**config.mk**
```make
export PLATFORM = sky130hd
export DESIGN_NAME = uart_rx_flat
export DESIGN_NICKNAME = d
export VERILOG_FILES = /design/src/rtl/uart_pkg.sv /design/src/rtl/uart_rx_if.sv /design/src/rtl/uart_sync2.sv /design/src/rtl/uart_rx.sv /design/src/flat_wrapper.sv
export SDC_FILE = /design/constraint.sdc
export NUM_CORES = 1
export LEC_CHECK = 0
export ABC_AREA = 1
export BUFFER_PORTS_ARGS = -buffer_cell sky130_fd_sc_hd__buf_4
export CAP_MARGIN = 10
export CORE_MARGIN = 2
export CORE_UTILIZATION = 50
export DETAILED_ROUTE_END_ITERATION = 16
export GPL_ROUTABILITY_DRIVEN = 1
export PLACE_DENSITY = 0.7
export SYNTH_ARGS = -nofsm -noshare
export SYNTH_HDL_FRONTEND = slang
export SYNTH_SLANG_ARGS = --single-unit
```
**constraint.sdc**
```tcl
create_clock -name clk -period 2.75 [get_ports clk]
set_clock_uncertainty 0.2 [all_clocks]
set_input_delay 0.1375 -clock clk [delete_from_list [all_inputs] [get_ports clk]]
set_output_delay 0.1375 -clock clk [all_outputs]
set_load 0.05 [all_outputs]
```
**src/rtl/uart_pkg.sv**
```systemverilog
// Shared UART definitions: receiver FSM state encoding and default frame geometry.
// Used by both the receiver and the transmitter.
package uart_pkg;

  localparam int UART_OVERSAMPLE = 16;
  localparam int UART_DATA_BITS  = 8;

  typedef enum logic [2:0] {
    ST_IDLE  = 3'd0,
    ST_START = 3'd1,
    ST_DATA  = 3'd2,
    ST_STOP  = 3'd3,
    ST_BRK   = 3'd4
  } uart_rx_state_e;

endpackage

```
**src/rtl/uart_rx_if.sv**
```systemverilog
// Receive-side consumer handshake: holding register, status flags and read acknowledge.
interface uart_rx_if
  import uart_pkg::*;
#(
  parameter int DATA_BITS = UART_DATA_BITS
) ();

  logic [DATA_BITS-1:0] rx_data;
  logic                 rx_valid;
  logic                 frame_err;
  logic                 overrun;
  logic                 busy;
  logic                 rd_ack;

  modport master (
    output rx_data, rx_valid, frame_err, overrun, busy,
    input  rd_ack
  );

  modport slave (
    input  rx_data, rx_valid, frame_err, overrun, busy,
    output rd_ack
  );

endinterface

```
**src/rtl/uart_sync2.sv**
```systemverilog
// Two-flop synchronizer for an asynchronous single-bit input; resets to RESET_VAL.
module uart_sync2 #(
  parameter logic RESET_VAL = 1'b1
) (
  input  logic clk,
  input  logic rst,
  input  logic d,
  output logic q
);

  logic meta_r;
  logic sync_r;

  // synchronizer flop pair
  always_ff @(posedge clk) begin
    if (rst) begin
      meta_r <= RESET_VAL;
      sync_r <= RESET_VAL;
    end else begin
      meta_r <= d;
      sync_r <= meta_r;
    end
  end

  assign q = sync_r;

endmodule

```
**src/rtl/uart_rx.sv**
```systemverilog
// UART receiver: oversampled start validation, mid-bit data sampling LSB first,
// stop-bit check, and a valid/ack holding register with overrun and framing flags.
module uart_rx
  import uart_pkg::*;
#(
  parameter int OVERSAMPLE = UART_OVERSAMPLE,
  parameter int DATA_BITS  = UART_DATA_BITS
) (
  input  logic     clk,
  input  logic     rst,
  input  logic     rxd,
  input  logic     sample_tick,
  uart_rx_if.master rx_if
);

  localparam int OS_W = $clog2(OVERSAMPLE);
  localparam int BC_W = $clog2(DATA_BITS + 1);

  localparam logic [OS_W-1:0] OS_HALF  = OS_W'(OVERSAMPLE / 2 - 1);
  localparam logic [OS_W-1:0] OS_LAST  = OS_W'(OVERSAMPLE - 1);
  localparam logic [OS_W-1:0] OS_ZERO  = {OS_W{1'b0}};
  localparam logic [OS_W-1:0] OS_ONE   = OS_W'(1);
  localparam logic [BC_W-1:0] BC_LAST  = BC_W'(DATA_BITS - 1);
  localparam logic [BC_W-1:0] BC_ZERO  = {BC_W{1'b0}};
  localparam logic [BC_W-1:0] BC_ONE   = BC_W'(1);

  uart_rx_state_e       state_r, state_nxt_s;
  logic [OS_W-1:0]      os_cnt_r, os_cnt_nxt_s;
  logic [BC_W-1:0]      bit_cnt_r, bit_cnt_nxt_s;
  logic [DATA_BITS-1:0] shreg_r, shreg_nxt_s;
  logic                 deliver_s;
  logic                 ferr_s;
  logic                 rxd_s;

  logic [DATA_BITS-1:0] rx_data_r;
  logic                 rx_valid_r;
  logic                 frame_err_r;
  logic                 overrun_r;
  logic                 busy_r;

  uart_sync2 #(.RESET_VAL(1'b1)) u_sync (
    .clk (clk),
    .rst (rst),
    .d   (rxd),
    .q   (rxd_s)
  );

  // FSM state and datapath registers
  always_ff @(posedge clk) begin
    if (rst) begin
      state_r   <= ST_IDLE;
      os_cnt_r  <= OS_ZERO;
      bit_cnt_r <= BC_ZERO;
      shreg_r   <= {DATA_BITS{1'b0}};
    end else begin
      state_r   <= state_nxt_s;
      os_cnt_r  <= os_cnt_nxt_s;
      bit_cnt_r <= bit_cnt_nxt_s;
      shreg_r   <= shreg_nxt_s;
    end
  end

  // next-state decode, evaluated only on sample ticks
  always_comb begin
    state_nxt_s = state_r;
    if (sample_tick) begin
      case (state_r)
        ST_IDLE:  state_nxt_s = rxd_s ? ST_IDLE : ST_START;
        ST_START: begin
          if (os_cnt_r == OS_HALF) state_nxt_s = rxd_s ? ST_IDLE : ST_DATA;
          else                     state_nxt_s = ST_START;
        end
        ST_DATA: begin
          if (os_cnt_r == OS_LAST && bit_cnt_r == BC_LAST) state_nxt_s = ST_STOP;
          else                                              state_nxt_s = ST_DATA;
        end
        ST_STOP: begin
          if (os_cnt_r == OS_LAST) state_nxt_s = rxd_s ? ST_IDLE : ST_BRK;
          else                     state_nxt_s = ST_STOP;
        end
        // a held-low line must return high before a new start can arm
        ST_BRK:   state_nxt_s = rxd_s ? ST_IDLE : ST_BRK;
        default:  state_nxt_s = ST_IDLE;
      endcase
    end else begin
      state_nxt_s = state_r;
    end
  end

  // counters, shifter and per-frame events
  always_comb begin
    os_cnt_nxt_s  = os_cnt_r;
    bit_cnt_nxt_s = bit_cnt_r;
    shreg_nxt_s   = shreg_r;
    deliver_s     = 1'b0;
    ferr_s        = 1'b0;
    if (sample_tick) begin
      case (state_r)
        ST_IDLE: begin
          os_cnt_nxt_s  = OS_ZERO;
          bit_cnt_nxt_s = BC_ZERO;
        end
        ST_START: begin
          if (os_cnt_r == OS_HALF) begin
            os_cnt_nxt_s  = OS_ZERO;
            bit_cnt_nxt_s = BC_ZERO;
          end else begin
            os_cnt_nxt_s  = os_cnt_r + OS_ONE;
          end
        end
        ST_DATA: begin
          if (os_cnt_r == OS_LAST) begin
            shreg_nxt_s   = {rxd_s, shreg_r[DATA_BITS-1:1]};
            os_cnt_nxt_s  = OS_ZERO;
            bit_cnt_nxt_s = bit_cnt_r + BC_ONE;
          end else begin
            os_cnt_nxt_s  = os_cnt_r + OS_ONE;
          end
        end
        ST_STOP: begin
          if (os_cnt_r == OS_LAST) begin
            os_cnt_nxt_s = OS_ZERO;
            if (rxd_s) deliver_s = 1'b1;
            else       ferr_s    = 1'b1;
          end else begin
            os_cnt_nxt_s = os_cnt_r + OS_ONE;
          end
        end
        ST_BRK: begin
          os_cnt_nxt_s = OS_ZERO;
        end
        default: begin
          os_cnt_nxt_s  = OS_ZERO;
          bit_cnt_nxt_s = BC_ZERO;
        end
      endcase
    end else begin
      os_cnt_nxt_s = os_cnt_r;
    end
  end

  // output holding register and status flags
  always_ff @(posedge clk) begin
    if (rst) begin
      rx_data_r   <= {DATA_BITS{1'b0}};
      rx_valid_r  <= 1'b0;
      frame_err_r <= 1'b0;
      overrun_r   <= 1'b0;
      busy_r      <= 1'b0;
    end else begin
      frame_err_r <= ferr_s;
      busy_r      <= (state_nxt_s != ST_IDLE);
      if (deliver_s) begin
        rx_data_r  <= shreg_r;
        rx_valid_r <= 1'b1;
        // an ack in the same clock consumes the old byte, so no overrun
        overrun_r  <= rx_valid_r & ~rx_if.rd_ack;
      end else if (rx_if.rd_ack && rx_valid_r) begin
        rx_valid_r <= 1'b0;
        overrun_r  <= 1'b0;
      end else begin
        rx_valid_r <= rx_valid_r;
        overrun_r  <= overrun_r;
      end
    end
  end

  assign rx_if.rx_data   = rx_data_r;
  assign rx_if.rx_valid  = rx_valid_r;
  assign rx_if.frame_err = frame_err_r;
  assign rx_if.overrun   = overrun_r;
  assign rx_if.busy      = busy_r;

endmodule
```
**src/flat_wrapper.sv**
```systemverilog
// flat-port wrapper written by rule: the top's interface ports become plain ports
module uart_rx_flat import uart_pkg::*;
#(
  parameter int OVERSAMPLE = UART_OVERSAMPLE,
  parameter int DATA_BITS  = UART_DATA_BITS
)
  (clk, rst, rxd, sample_tick, rx_if_rx_data, rx_if_rx_valid, rx_if_frame_err, rx_if_overrun, rx_if_busy, rx_if_rd_ack);
  uart_rx_if #(.DATA_BITS(DATA_BITS)) rx_if_i ();
  input  logic clk;
  input  logic rst;
  input  logic rxd;
  input  logic sample_tick;
  output wire logic [$bits(rx_if_i.rx_data)-1:0] rx_if_rx_data;
  output wire logic [$bits(rx_if_i.rx_valid)-1:0] rx_if_rx_valid;
  output wire logic [$bits(rx_if_i.frame_err)-1:0] rx_if_frame_err;
  output wire logic [$bits(rx_if_i.overrun)-1:0] rx_if_overrun;
  output wire logic [$bits(rx_if_i.busy)-1:0] rx_if_busy;
  input wire logic [$bits(rx_if_i.rd_ack)-1:0] rx_if_rd_ack;
  assign rx_if_rx_data = rx_if_i.rx_data;
  assign rx_if_rx_valid = rx_if_i.rx_valid;
  assign rx_if_frame_err = rx_if_i.frame_err;
  assign rx_if_overrun = rx_if_i.overrun;
  assign rx_if_busy = rx_if_i.busy;
  assign rx_if_i.rd_ack = rx_if_rd_ack;
  uart_rx #(.OVERSAMPLE(OVERSAMPLE), .DATA_BITS(DATA_BITS)) u_core (.clk(clk), .rst(rst), .rxd(rxd), .sample_tick(sample_tick), .rx_if(rx_if_i));
endmodule
```
-- Word-level counts from Yosys, hierarchy flattened
Cells that the tools add are included.
- register bits after elaboration: 33
- input bits: 5
- output and inout bits: 12
- word-level logic and storage cells: 60
- add/sub/neg operators: 2
- equality and inequality tests: 9
- muxes and demuxes: 22
- bitwise logic cells: 6
- reduce and logical (&&, ||, !) cells: 10
- operators by type and width (cell ; number):
    4-bit two-way mux ; 4
    3-bit one-hot mux with 5 select lines ; 1
    3-bit two-way mux ; 4
    4-bit one-hot mux with 3 select lines ; 1
    1-bit two-way mux ; 10
    4-bit by 1-bit adder with 4-bit output, second input constant ; 2
    4-bit by 3-bit == test with 1-bit output, second input constant ; 2
    4-bit one-hot mux with 2 select lines ; 1
    3-bit by 2-bit == test with 1-bit output, second input constant ; 2
    1-bit inverter ; 5
    4-bit == test, second input constant ; 1
    2-bit by 1-bit inequality test with 1-bit output, second input constant ; 2
    4-bit AND reduction ; 1
    2-bit OR reduction ; 2
    4-bit OR reduction ; 1
    3-bit by 1-bit == test with 1-bit output, second input constant ; 1
    3-bit == test, second input constant ; 1
    3-bit zero test ; 1
    3-bit AND reduction ; 1
    3-bit nonzero test ; 1
    1-bit logical AND ; 2
    2-bit two-way mux ; 1
    2-bit nonzero test ; 1
    1-bit AND ; 1

-- Logic depth before layout (Yosys ltp)
Gate-level depths: netlist of the first run.
- depth in word-level cells: 6
- gate-level depth with buffers: 10
- mapped depth without buffers: 10

-- Cells and area by module
From an unflattened synthesis of the first run, not the netlist that was laid out.
- cells, all modules: 191
- area, all modules: 1431.4 µm²
- by module, submodules not included (module ; instances ; cells each ; area an instance (µm²) ; sequential area each (µm²)):
    uart_rx ; 1 ; 184 ; 1372.6 ; 620.6
    uart_sync2 ; 1 ; 7 ; 58.8 ; 40.0

-- Worst setup path after synthesis of the first run
OpenSTA, ideal clock, no wires.
- kind: reg-to-reg
- from: register u_core.os_cnt_r[0]
- to: register u_core.bit_cnt_r[1]
- library setup time: 0.132 ns
- arrival: 1.214 ns
- required time: 2.418 ns
- path slack: 1.203 ns
- cell stages (with the launch flop): 9
- path buffers: 0
- clock period less this slack: 1.547 ns
- path through: dfxtp_1 > ha_1 > nand2_1 > nor2_1 > nor2_1 > nor2_2 > nand2_1 > nand2_1 > a21oi_1
- word-level cells in the longest chain between the ends: 3
- elaborated cells between the ends (all ways): 5
- those cells by class: 4 x eq/ne; 1 x reduce/logical
- ends and longest elaborated chain (what ; line ; RTL):
    start, declared ; uart_rx.sv:28 ; logic [OS_W-1:0] os_cnt_r, os_cnt_nxt_s;
    start signal, assigned ; uart_rx.sv:57 ; os_cnt_r <= os_cnt_nxt_s;
    4-bit == test / 4-bit by 3-bit == test with 1-bit output (equally long branches) ; uart_rx.sv:112, uart_rx.sv:104 ;
    2-bit by 1-bit inequality test with 1-bit output (no source line) ; n/a ;
    4-bit AND reduction (no source line) * ; n/a ;
    end signal, assigned ; uart_rx.sv:58 ; bit_cnt_r <= bit_cnt_nxt_s;
    end, declared ; uart_rx.sv:29 ; logic [BC_W-1:0] bit_cnt_r, bit_cnt_nxt_s;
Every way passes the cells marked *; elsewhere a longest branch is shown, timed or not.
A chain may end at the register's enable or synchronous reset.

-- Worst setup path in the final report of the first run
- from: register u_core.os_cnt_r[0]
- to: register u_core.rx_data_r[6] (netlist: u_core.rx_if.rx_data[6])
- word-level cells in the longest chain between the ends: 4
- ends and longest elaborated chain (what ; line ; RTL):
    4-bit == test ; uart_rx.sv:121 ; if (os_cnt_r == OS_LAST) begin
    1-bit two-way mux ; uart_rx.sv:121 ;
    1-bit two-way mux ; uart_rx.sv:98 ; case (state_r)
    1-bit two-way mux ; uart_rx.sv:97 ; if (sample_tick) begin
    end signal, assigned ; uart_rx.sv:145 ; rx_data_r <= {DATA_BITS{1'b0}};
    end signal, assigned ; uart_rx.sv:154 ; rx_data_r <= shreg_r;
    end, declared ; uart_rx.sv:35 ; logic [DATA_BITS-1:0] rx_data_r;
Every way passes these cells.

==> results.json, run 1 <==
{
  "status": "finished, final reports clean",
  "drt_iter0_markers": 46,
  "met1_usage_pct": 24.34,
  "synth_mux_area_share_pct": 0,
  "tns_ps": 0,
  "area_delta_synth_final_pct": 19.20,
  "start_kind": "register",
  "worst_pin_slew_ps": 528.3,
  "htreeDepth": 2,
  "grt_use_total_pct": 19.53,
  "routed_wl_um": 2831,
  "port-buffer-count": 16,
  "dr.pass1.iters": 4,
  "max_slew_margin_pct": 64.74,
  "clockBufferDepth": 2,
  "finish.instance_area_um2": 1763,
  "ir_drop_uv": 458.5,
  "finalHoldViolations": 0,
  "synth-adder-area-share_pct": 1.692,
  "use_met2_pct": 31.14,
  "synth-compound-area-share_pct": 14.55,
  "synth_edf_count": 0,
  "drive_gt1_share_pct": 18.18,
  "clk_latency_ps": 330,
  "worst_setup_path_end_kind": "register",
  "yosysMostFrequentCell": "nand2_1",
  "viasPerCell": 5.155,
  "ant_nets": 0,
  "yosys.area_share.simple_pct": 30.03,
  "drc": 0,
  "synth.distinct_cells": 29,
  "nFillCells": 253,
  "path_clk_slew_ps": 100,
  "postSynthAreaPerCell_um2": 7.546,
  "worstReg2RegStart": "u_core.os_cnt_r[0]$_SDFFE_PP0P_",
  "pwr_density_cell_nw_per_um2": 552.7,
  "io_pins": 17,
  "startpoint": "u_core.os_cnt_r[0]$_SDFFE_PP0P_",
  "post-cts-setup-buffer-count": 0,
  "antenna_cells": 0,
  "grt_pass1_vias": 1230,
  "drv_cap": 0,
  "die_y_um": 58.39,
  "maxSlewViolCount": 0,
  "fin_util_pct": 63.38,
  "fin_crit_ps": 1759,
  "syn_nets": 203,
  "layout_worst_path_cycle_share_pct": 63.95,
  "yosys-top-cells-area": "dfxtp_1 45%, nand2_1 8.9%, nor2_1 7.6%",
  "core_area_um2": 2781,
  "yosysTopAreaCell": "dfxtp_1",
  "initial_core_util_pct": 53.17,
  "synth_top_family_by_area": "simple AND/OR/NAND/NOR gates",
  "syn_inst": 196,
  "slowest_delay_ps": 390,
  "rsz0062_at_grt": "false",
  "crit_end": "u_core.rx_if.rx_data[6]$_SDFFE_PP0P_",
  "worst_ep_required_time_ps": 2770,
  "reg2reg_to": "u_core.rx_if.rx_data[6]$_SDFFE_PP0P_",
  "cts.sinks": 33,
  "synth_ff_type": "dfxtp_1",
  "grt.overflow.total": 0,
  "critical_path_arrival_ps": 1780,
  "max_freq_ghz": 0.5686,
  "crit_path_cell_trace": "ha_1 > nand3_2 > inv_2 > nand4_4 > o21ai_0 > a21oi_1",
  "nets": 226,
  "setup_viol": 0,
  "synthTopCellsByCount": "35 x nand2_1, 33 x dfxtp_1, 30 x nor2_1",
  "rrSetupSlack_ps": 990,
  "cts_root_buffer": "clkbuf_4",
  "reg2reg_depth": 6,
  "synth-xor-area-share_pct": 1.777,
  "crit_fanout": 19,
  "use_met3_pct": 7.033,
  "gr-max-usage-layer": "met2",
  "postPlaceCellArea_um2": 1610,
  "finalNonFillerCells": 251,
  "grt_max_degree": 21,
  "synth_top_area_share_pct": 44.67,
  "setup_slack_ps": 991.4,
  "gp_congestion": 0.9171,
  "grt_pass1_wl_um": 5126,
  "num_rows": 19,
  "dpl.hpwl_um": 2020,
  "async_flop_share_pct": 0,
  "pre_cts_ws_ps": 995.0,
  "dieArea_um2": 3409,
  "routed-via-count": 1294,
  "dp_cells": 238,
  "synth_area_um2": 1479,
  "tritoncts": "built",
  "wl_per_cell_um": 11.28,
  "yosysSeqAreaShare_pct": 44.67,
  "antenna_found_initial": 0,
  "worst-setup-path-type": "reg -> reg",
  "die_x_um": 58.39,
  "hold_class": "reg -> reg",
  "cts_made_buffers": 5,
  "synth-seq-cells": 33,
  "p_leak_nw": 0.7784,
  "cpMaxStageDelayCell": "dfxtp_1",
  "ys_warn_count": 0
}
## layout by cell type, fill, tap and decap left out
master,synthesis,layout
nor2_2,1,1
ha_1,2,2
inv_1,17,17
nand3_2,1,1
dfxtp_1,33,33
nand3_4,1,1
a211oi_1,1,1
nor4_1,1,1
inv_2,3,3
xnor2_1,1,1
or2_2,2,2
nor2_8,1,1
clkinv_2,1,2
buf_4,0,16
clkbuf_4,0,5
dlygate4sd3_1,0,5
o21ai_1,9,9
nand2_4,1,1
nand3_1,13,13
nand4_4,1,1
a21oi_2,2,2
xor2_1,2,2
nor2_4,1,1
nand2_1,35,35
nor2_1,30,30
nand2_2,1,1
o21ai_0,8,8
a21oi_1,21,21
nand4_1,2,2
bufinv_16,0,2
## worst max-delay path: cells and delay by family, from the launching register on
| kind | cells | cell delay (ps) |
|---|---|---|
| buffers and inverters | 1 | 150 |
| AND/OR/NAND/NOR | 2 | 390 |
| adder cells (fa/ha/maj) | 1 | 230 |
| flip-flops | 1 | 390 |
| AO/OA/AOI/OAI | 2 | 290 |
## cell type report
| class | instances | area, um2 | share of cell area, % |
|---|---|---|---|
| Multi-Input combinational cell | 137 | 710.7 | 40.31 |
| Sequential cell | 33 | 660.6 | 37.47 |
| Clock buffer | 5 | 37.54 | 2.129 |
| Clock inverter | 3 | 65.06 | 3.691 |
| Timing Repair Buffer | 21 | 170.2 | 9.652 |
| Tap cell | 31 | 38.79 | 2.200 |
| Inverter | 21 | 80.08 | 4.542 |
## state kept, by name, indices dropped and copies added (netlist names)
name and count:
u_core.rx_if.frame_err 1, u_core.shreg_r 8, u_core.bit_cnt_r 4, u_core.rx_if.rx_valid 1, u_core.u_sync.meta_r 1, u_core.rx_if.overrun 1
u_core.rx_if.busy 1, u_core.os_cnt_r 4, u_core.state_r 3, u_core.u_sync.q 1, u_core.rx_if.rx_data 8
## per-stage QoR
stage / total power [mW] / hold WS [ps]
5_1_grt: 1.018 / 240.8
3_3_place_gp: 0.5320 / 123.5
4_1_cts: 0.9855 / 224.3
6_report: 0.9744 / 224.4
2_1_floorplan: 0.5216 / 14.58
3_5_place_dp: 0.5326 / 128.8
## routing by layer
| layer | up-vias | wire length [um] | share of wire [%] |
|---|---|---|---|
| met3 | 2 | 140 | 4.9 |
| met5 | - | 0 | 0 |
| met1 | 568 | 1368 | 48 |
| met2 | 40 | 1314 | 46 |
| met4 | 0 | 9 | 0.32 |
| li1 | 684 | - | - |
## kinds of logic after synthesis
family,count (synthesis)
and+or+nand+nor,91
AOI/OAI and AO/OA,41
adders and majority gates,2
DFF,33
buffers and inverters,26
xor gates and xnor gates,3
## power by group
| group | internal, mW | switching [mW] |
|---|---|---|
| clock network | 0.281 | 0.165 |
| logic | 0.0169 | 0.0286 |
| registers | 0.480 | 0.00200 |
## how the worst min path moves through the flow
stage                                          startpoint                                 to  cells after the start
after detailed placement                              rxd    u_core.u_sync.meta_r$_SDFF_PP1_                      2
final                     u_core.u_sync.meta_r$_SDFF_PP1_         u_core.u_sync.q$_SDFF_PP1_                      1
after global placement                                rxd    u_core.u_sync.meta_r$_SDFF_PP1_                      2
after floorplan                                       rst  u_core.rx_if.frame_err$_SDFF_PP0_                      1
after global routing      u_core.u_sync.meta_r$_SDFF_PP1_         u_core.u_sync.q$_SDFF_PP1_                      1
after CTS                 u_core.u_sync.meta_r$_SDFF_PP1_         u_core.u_sync.q$_SDFF_PP1_                      1
## timing repair
item,CTS,global route
resized for setup,0,0
hold endpoints to repair,15,0
hold buffers,5,0
Power figures use the tool's default switching activity.
==> run 2: changes to the inputs <==
==> constraint.sdc (replaced) <==
create_clock -name clk -period 1.8 [get_ports clk]
set_clock_uncertainty 0.2 [all_clocks]
set_input_delay 0.09 -clock clk [delete_from_list [all_inputs] [get_ports clk]]
set_output_delay 0.09 -clock clk [all_outputs]
set_load 0.05 [all_outputs]
==> results.json, run 2 (synthesis gave the netlist of run 1 again) <==
{
  "status": "finished, final reports clean",
  "p_leak_nw": 0.7880,
  "dieArea_um2": 3409,
  "routed_wl_um": 3124,
  "crit_family": "simple AND/OR/NAND/NOR gates",
  "nets": 231,
  "die_y_um": 58.39,
  "path_clk_slew_ps": 100,
  "ir_drop_uv": 713.0,
  "worstReg2RegStart": "u_core.os_cnt_r[1]$_SDFFE_PP0P_",
  "setup_viol": 0,
  "gp_congestion": 0.9183,
  "crit_fanout": 5,
  "nFillCells": 248,
  "routed-via-count": 1348,
  "htreeDepth": 2,
  "area_delta_synth_final_pct": 21.91,
  "register_area_um2": 663.1,
  "max_slew_margin_pct": 64.34,
  "ant_nets": 0,
  "wl_per_cell_um": 12.20,
  "postPlaceCellArea_um2": 1610,
  "pwr_density_cell_nw_per_um2": 769.4,
  "slowest_delay_ps": 380,
  "grt_pass1_vias": 1285,
  "grt_use_total_pct": 20.30,
  "cts_made_buffers": 5,
  "final_cell_mix": "34 x nand2_1, 31 x dfxtp_1, 29 x nor2_1",
  "drv_cap": 0,
  "worst-setup-path-type": "reg -> reg",
  "worst_ep_required_time_ps": 1860,
  "clockBufferDepth": 2,
  "crit_path_cell_trace": "ha_4 > nand2_1 > nor2_2 > nor2_1 > nor2_2 > nand4_1 > a21oi_1",
  "dr_wl_met3_um": 161,
  "layout_worst_path_cycle_share_pct": 93.50,
  "antenna_cells": 0,
  "cpMostUsedCell": "nor2_2",
  "drc": 0,
  "fin_crit_ps": 1683,
  "cpMaxStageDelayCell": "dfxtp_2",
  "startpoint": "u_core.os_cnt_r[1]$_SDFFE_PP0P_",
  "core_area_um2": 2781,
  "maxSlewViolCount": 0,
  "start_kind": "register",
  "dp_cells": 238,
  "cts.sinks": 33,
  "clk_latency_ps": 340,
  "multi_input_area_um2": 728.2,
  "wl_met2_um": 1482,
  "finalNonFillerCells": 256,
  "final_common_cell": "nand2_1",
  "grt_max_degree": 21,
  "finalHoldViolations": 0,
  "io_pins": 17,
  "drt_iter0_markers": 39,
  "dr.pass1.iters": 6,
  "setup_slack_ps": 117.1,
  "max_freq_ghz": 0.5942,
  "drive_gt1_share_pct": 21.78,
  "hold_class": "reg -> reg",
  "cp.buffers_inverters": 0,
  "grt_pass1_wl_um": 5237,
  "highest_layer": "met4",
  "dpl.hpwl_um": 2068,
  "hold_slack_ps": 223.7,
  "worstHoldStart": "u_core.u_sync.meta_r$_SDFF_PP1_",
  "worst_setup_path_end_kind": "register",
  "pre_cts_ws_ps": 39.13,
  "finish.instance_area_um2": 1803,
  "rrSetupSlack_ps": 120,
  "antenna_found_initial": 0,
  "tritoncts": "built",
  "viasPerCell": 5.266,
  "critical_path_arrival_ps": 1740,
  "grt.overflow.total": 0,
  "worst_pin_slew_ps": 534.3,
  "initial_core_util_pct": 53.17,
  "cts_root_buffer": "clkbuf_4",
  "die_x_um": 58.39,
  "met1Wirelength_um": 1388,
  "port-buffer-count": 16,
  "num_rows": 19
}
run 2: area by class of cell:
| type | instances | share of cell area (%) |
|---|---|---|
| clock inverters | 1 | 1.666 |
| multi-input cells | 137 | 40.39 |
| clock buffers | 7 | 3.053 |
| repair buffers | 26 | 11.52 |
| well taps | 31 | 2.151 |
| flip-flops and latches | 33 | 36.78 |
| inverters | 21 | 4.441 |
run 2: per-stage QoR:
| step | setup TNS (ps) | power, mW | utilization (%) |
|---|---|---|---|
| after detailed placement | 0 | 0.8139 | 57.89 |
| after CTS | 0 | 1.392 | 62.75 |
| after global routing | -1.363 | 1.430 | 64.82 |
| final | 0 | 1.387 | 64.82 |
| after global placement | 0 | 0.8128 | 57.89 |
| after floorplan | 0 | 0.7969 | - |
run 2: worst register-to-register path: cells and delay by family, from the launching register on:
kind            cells  cell delay, ps
flops               1             380
compound gates      1             170
fa+ha+maj           1             150
simple gates        5             690
run 2: layer usage:
layer	GRT usage, %	vias up
li1	-	691
met4	12.29	0
met3	5.055	9
met1	24.02	610
met5	0	-
met2	33.07	38
run 2: report_power, final:
group | leakage, nW | internal, mW | switching (mW) | total (mW)
clock | 0.0455 | 0.332 | 0.248 | 0.580
sequential | 0.267 | 0.733 | 0.00308 | 0.737
combinational | 0.475 | 0.0263 | 0.0444 | 0.0708
run 2: timing repair:
item	in CTS	in global routing
gates resized for setup	0	6
hold endpoints to repair	17	0
hold buffers	5	0
endpoints found under the setup margin	0	15
buffers inserted	0	5
run 2: path summary, 6_finish.rpt:
check | to | cells past startpoint
min | u_core.u_sync.q$_SDFF_PP1_ | 1
max | u_core.bit_cnt_r[2]$_SDFFE_PP0P_ | 7
max reg2reg | u_core.bit_cnt_r[2]$_SDFFE_PP0P_ | 7
min reg2reg | u_core.u_sync.q$_SDFF_PP1_ | 1
